`src/rtl/i2c_reg_bridge.sv`:
```
// Register-file bridge between an I2C slave byte stage and a host port.
// The first byte after each (repeated) start sets the register pointer; later bytes write and auto-increment.
module i2c_reg_bridge (
    input  logic       clk,
    input  logic       reset,
    input  logic       start,
    input  logic [7:0] datareceive,
    input  logic       received,
    output logic [7:0] datasend,
    input  logic       sended,
    input  logic [3:0] hostaddr,
    input  logic       hostwe,
    input  logic [7:0] hostwdata,
    output logic [7:0] hostrdata,
    output logic       regwr,
    output logic [3:0] regaddr,
    output logic [3:0] pointer
);

    typedef enum logic [1:0] {
        IDLE = 2'd0,
        PTR  = 2'd1,
        DATA = 2'd2
    } state_t;

    state_t     state_q, state_d;
    logic [3:0] pointer_q, pointer_d;
    logic       regwr_q, regwr_d;
    logic [3:0] regaddr_q, regaddr_d;
    logic       received_q, received_d;
    logic       sended_q, sended_d;
    logic [7:0] regs_q [16];
    logic [7:0] regs_d [16];

    logic rcv_edge;
    logic snd_edge;
    logic i2c_we;
    logic ptr_load;

    // Levels from the slave stage may stay high for many cycles; only the rise counts.
    assign received_d = received;
    assign sended_d   = sended;
    assign rcv_edge   = received & ~received_q;
    assign snd_edge   = sended & ~sended_q;

    always_comb begin
        state_d   = state_q;
        pointer_d = pointer_q;
        regwr_d   = 1'b0;
        regaddr_d = regaddr_q;
        i2c_we    = 1'b0;
        ptr_load  = 1'b0;
        if (start) begin
            state_d = PTR;
        end else if (rcv_edge) begin
            case (state_q)
                PTR: begin
                    ptr_load  = 1'b1;
                    pointer_d = datareceive[3:0];
                    state_d   = DATA;
                end
                DATA: begin
                    i2c_we    = 1'b1;
                    regwr_d   = 1'b1;
                    regaddr_d = pointer_q;
                end
                default: ;
            endcase
        end
        // A write and a read-ACK in the same cycle still move the pointer by one.
        if (!ptr_load && (i2c_we || snd_edge)) begin
            pointer_d = pointer_q + 4'd1;
        end
    end

    always_ff @(posedge clk) begin
        if (!reset) begin
            state_q    <= IDLE;
            pointer_q  <= 4'h0;
            regwr_q    <= 1'b0;
            regaddr_q  <= 4'h0;
            received_q <= 1'b0;
            sended_q   <= 1'b0;
        end else begin
            state_q    <= state_d;
            pointer_q  <= pointer_d;
            regwr_q    <= regwr_d;
            regaddr_q  <= regaddr_d;
            received_q <= received_d;
            sended_q   <= sended_d;
        end
    end

    // I2C write takes priority over a host write to the same index.
    generate
        for (genvar gi = 0; gi < 16; gi++) begin : g_reg
            assign regs_d[gi] = (i2c_we && pointer_q == 4'(gi)) ? datareceive :
                                (hostwe && hostaddr == 4'(gi))  ? hostwdata   :
                                regs_q[gi];
            always_ff @(posedge clk) begin
                if (!reset) begin
                    regs_q[gi] <= 8'h00;
                end else begin
                    regs_q[gi] <= regs_d[gi];
                end
            end
        end
    endgenerate

    assign datasend  = regs_q[pointer_q];
    assign hostrdata = regs_q[hostaddr];
    assign regwr     = regwr_q;
    assign regaddr   = regaddr_q;
    assign pointer   = pointer_q;

endmodule
```
`config.mk`:
```
export PLATFORM = sky130hd
export DESIGN_NAME = i2c_reg_bridge
export DESIGN_NICKNAME = d
export VERILOG_FILES = /design/src/rtl/i2c_reg_bridge.sv
export SDC_FILE = /design/constraint.sdc
export NUM_CORES = 1
export LEC_CHECK = 0
export ABC_AREA = 1
export BUFFER_PORTS_ARGS = -buffer_cell sky130_fd_sc_hd__buf_2
export CAP_MARGIN = 10
export CELL_PAD_IN_SITES_DETAIL_PLACEMENT = 0
export CELL_PAD_IN_SITES_GLOBAL_PLACEMENT = 1
export CORE_UTILIZATION = 50
export CTS_CLUSTER_DIAMETER = 50
export CTS_CLUSTER_SIZE = 10
export DETAILED_ROUTE_END_ITERATION = 7
export PLACE_DENSITY_LB_ADDON = 0.15
export SLEW_MARGIN = 20
export SYNTH_ARGS = -nofsm -noshare
export SYNTH_HDL_FRONTEND = slang
export SYNTH_SLANG_ARGS = --single-unit
```
`constraint.sdc`:
```
create_clock -name clk -period 3.3 [get_ports clk]
set_clock_uncertainty 0.15 [all_clocks]
set_input_delay 0.495 -clock clk [delete_from_list [all_inputs] [get_ports clk]]
set_output_delay 0.495 -clock clk [all_outputs]
set_load 0.005 [all_outputs]
```
==> summary.md <==
| Metric | Value |
|---|---|
| Clock root buffer | `clkbuf_16` |
| Antenna Nets Post-Route | `0` |
| Vias | `9431` |
| Setup TNS | `0 ns` |
| Sink Count | `145` |
| Tot GR Track Use | `36.50%` |
| Die Height | `140.5 um` |
| Sw Ratio | `29.35%` |
| Top delay family on crit path | `flip-flops` |
| Number of synthesized flops with an enable pin | `128` |
| Most instantiated cells after synthesis | `312 x nand2_1, 196 x nand3_1, 155 x a21oi_1` |
| DRT Pass-1 Iters | `5` |
| Vias/cell | `6.217` |
| Final Critical Period | `2.788 ns` |
| First-pass GRT wire length | `52.52 mm` |
| Critical Path Fanout Max | `55` |
| Setup violations, final | `0` |
| TritonCTS clock tree | `built` |
| Clock transition at path regs | `0.06 ns` |
| RePlAce Congestion | `0.9894` |
| Sequential area share after synthesis | `43.62%` |
| DR DRC count | `0` |
| Crit path launch type | `flip-flop` |
| Clk buf depth | `2` |
| Layout cells sized above 1 | `14.96%` |
| Rel. slew slack | `51.74%` |
| Antenna violations before repair | `0` |
| WL final | `35.03 mm` |
| Max Clk Rate | `0.3586 GHz` |
| Multi-input logic area | `0.004578 mm2` |
| Final Total Pwr | `0.004955 W` |
| Crit path kind | `flip-flop to output port` |
| Synth area leader | `edfxtp_1` |
| Yosys reg bits | `145` |
| Post-CTS Setup Repair Bufs | `0` |
| Cell variety after synth | `32` |
| Worst-Margin Slew | `0.7231 ns` |
| Initial core utilization | `51.11%` |
| CP max-delay cell | `dfxtp_4` |
| Synth top area share | `40.07%` |
| Cell Area, Synth | `0.009593 mm2` |
| RSZ-0062 raised after global routing | `false` |
| Post-DP HPWL | `23.88 mm` |
| I/O pin cnt | `51` |
| Fin crit share | `84.50%` |
| Die span in x | `140.5 um` |
| Combinational power share | `13.9%` |
| Critical Path, Cell by Cell | `buf_12 -> nand2_1 -> o211ai_1 -> nand3_1 -> nand3_1 -> nand2_1 -> buf_2` |
| Ys async rst share | `0%` |
| Area grow syn2layout | `10.46%` |
| Pwr Density | `467.6 mW/mm2` |
| Max stage delay on crit path | `0.68 ns` |
| Worst vdd ir | `374.0 uV` |
| Critical path endpoint category | `output port` |
| Cells after synthesis | `1266` |
| Ant diodes | `0` |
| Top-count cell post-synth | `nand2_1` |
| Clk_lat worst skew | `0.44 ns` |
| Die area | `0.01974 mm2` |
| Syn Nets | `1296` |
| Run status | `completed` |
| H-tree depth | `4` |
| Worst Path Required | `2.65 ns` |
| Net switching power | `0.001454 W` |
| Fin. Hold Viols | `0` |
| Initial DRC count | `1401` |
| Final Max Slew Viols | `0` |
| Register area | `0.004189 mm2` |
| Leakage power total | `4.482 nW` |
| Core ar. | `0.01877 mm2` |
| Hold crit path type | `input port to flip-flop` |
| Clock network power share | `41.7%` |
| CTS Buf Count | `17` |
| Main area contributors after synthesis | `edfxtp_1 40%, nand2_1 12%, nand3_1 10%, a21oi_1 8.1%, o21ai_0 5.6%` |
| Synth warnings | `0` |
| Cell row count | `50` |
| Average routed wire per standard cell | `23.09 um` |
| P_int | `0.003501 W` |
| Post-cts resize count | `0` |
| Buf+Inv Stages, Crit Path | `2` |
| IO buf count | `50` |
| Flop pwr share | `44.3%` |
| Top_reg_cell synth | `edfxtp_1` |
| Largest net degree at the start of global routing | `56` |
| Fill count | `1788` |
| Mean Syn Cell Area | `7.577 um2` |
| Final #Nets | `1300` |
| Max cap viols | `0` |
| CP arrival | `2.14 ns` |
| Grt ovf | `0` |
| Vias in the first global route | `8535` |
| CTS hold repair buffers | `0` |
layer usage:
metal / GRT usage (%) / vias up / part of all wire, % / routed length, um
li1: - / 4338 / - / -
met1: 52.15 / 4343 / 41 / 14460
met2: 53.00 / 642 / 42 / 14800
met3: 8.000 / 108 / 13 / 4388
met4: 16.13 / 0 / 4.0 / 1388
met5: 0 / - / 0 / 0
power groups by stage:
stage,sequential (W),clock (W),combinational (W)
2_1_floorplan,0.00216,0,0.000449
3_3_place_gp,0.00223,0,0.000669
3_5_place_dp,0.00223,0,0.000671
4_1_cts,0.00219,0.00206,0.000673
5_1_grt,0.00220,0.00213,0.000750
6_report,0.00220,0.00207,0.000689
tightest hold or removal path, delay by kind of cell:
kind | cells | cell delay (ns)
buffers and inverters | 2 | 0.12
AND/OR/NAND/NOR | 1 | 0.04
through the flow:
stage	instance area, um2	cells	worst slack (ns)	hold WS (ns)	util [%]
floorplan	9593	1266	1.264	0.3161	-
global placement	9968	1485	0.5680	0.3288	53.11
detailed placement	9968	1485	0.5483	0.3361	53.11
CTS	10600	1517	0.5468	0.09185	56.46
global route	10600	1517	0.3555	0.1091	56.46
finish	10600	1517	0.5115	0.09119	56.46
registers in the layout (all words and copies together), names as in the netlist, named ones only:
name        count
regs_q        128
pointer         4
sended_q        1
regaddr         4
state_q         2
regwr           1
received_q      1
area by class of cell:
cell class                 count  area share, %
clock buffer                  17          4.015
sequential                   145          39.53
timing repair buffer          74          4.534
clock inverter                15          1.913
tap                          234          2.763
inverter                     114          4.038
multi-input combinational    918          43.20
cell families (layout without fill, tap and decap cells):
kind of cell	count (synthesis)	after routing	share of synthesized area (%)
AND/OR/NAND/NOR	601	601	29.31
AO/OA/AOI/OAI	311	311	17.66
buffers and inverters	203	220	8.713
flip-flops	145	145	43.62
adder cells (fa/ha/maj)	4	4	0.5217
XOR/XNOR	2	2	0.1826
placed cells by master (no fill, tap or decap):
master      Yosys  routed
o21ai_1         2       2
a211oi_1        2       2
o211ai_1       32      32
a21oi_2         8       8
bufinv_16       0       3
buf_4           7      20
inv_2           2       2
clkbuf_16       0      17
edfxtp_1      128     128
nor2_1         11       9
nor2_4          4       4
nand2_1       312     312
nand3_1       196     196
o21ai_2         3       3
clkinv_1        1       1
ha_1            4       4
xor2_1          2       2
inv_6           0       3
nor2_2         14      16
a21oi_1       155     155
or2_2           6       6
nand2_4        15      15
buf_2          13      50
nor3_1          3       3
inv_8           0       2
clkinvlp_4      0       4
inv_1         111     111
buf_12          1       4
dfxtp_1        17      15
o21ai_4         1       1
nand2_2        28      28
dfxtp_2         0       1
clkinv_8        0       1
nor2_8          1       1
dfxtp_4         0       1
nand4_1        11      11
clkinv_4        0       2
o21ai_0       108     108
final timing paths:
kind,from,to,slack (ns),cells after the start
setup / recovery,flip-flop,datasend[0],0.51,7
hold / removal,sended,sended_q$_SDFF_PN0_,0.09,3
setup reg to reg,pointer[0]$_SDFFE_PN0P_,regs_q[2][7]$_SDFFCE_PN0P_,0.78,6
hold reg to reg,state_q[0]$_SDFFE_PN0P_,state_q[1]$_SDFFE_PP0N_,0.35,2
Note: power is estimated with default switching activity, not from simulation.
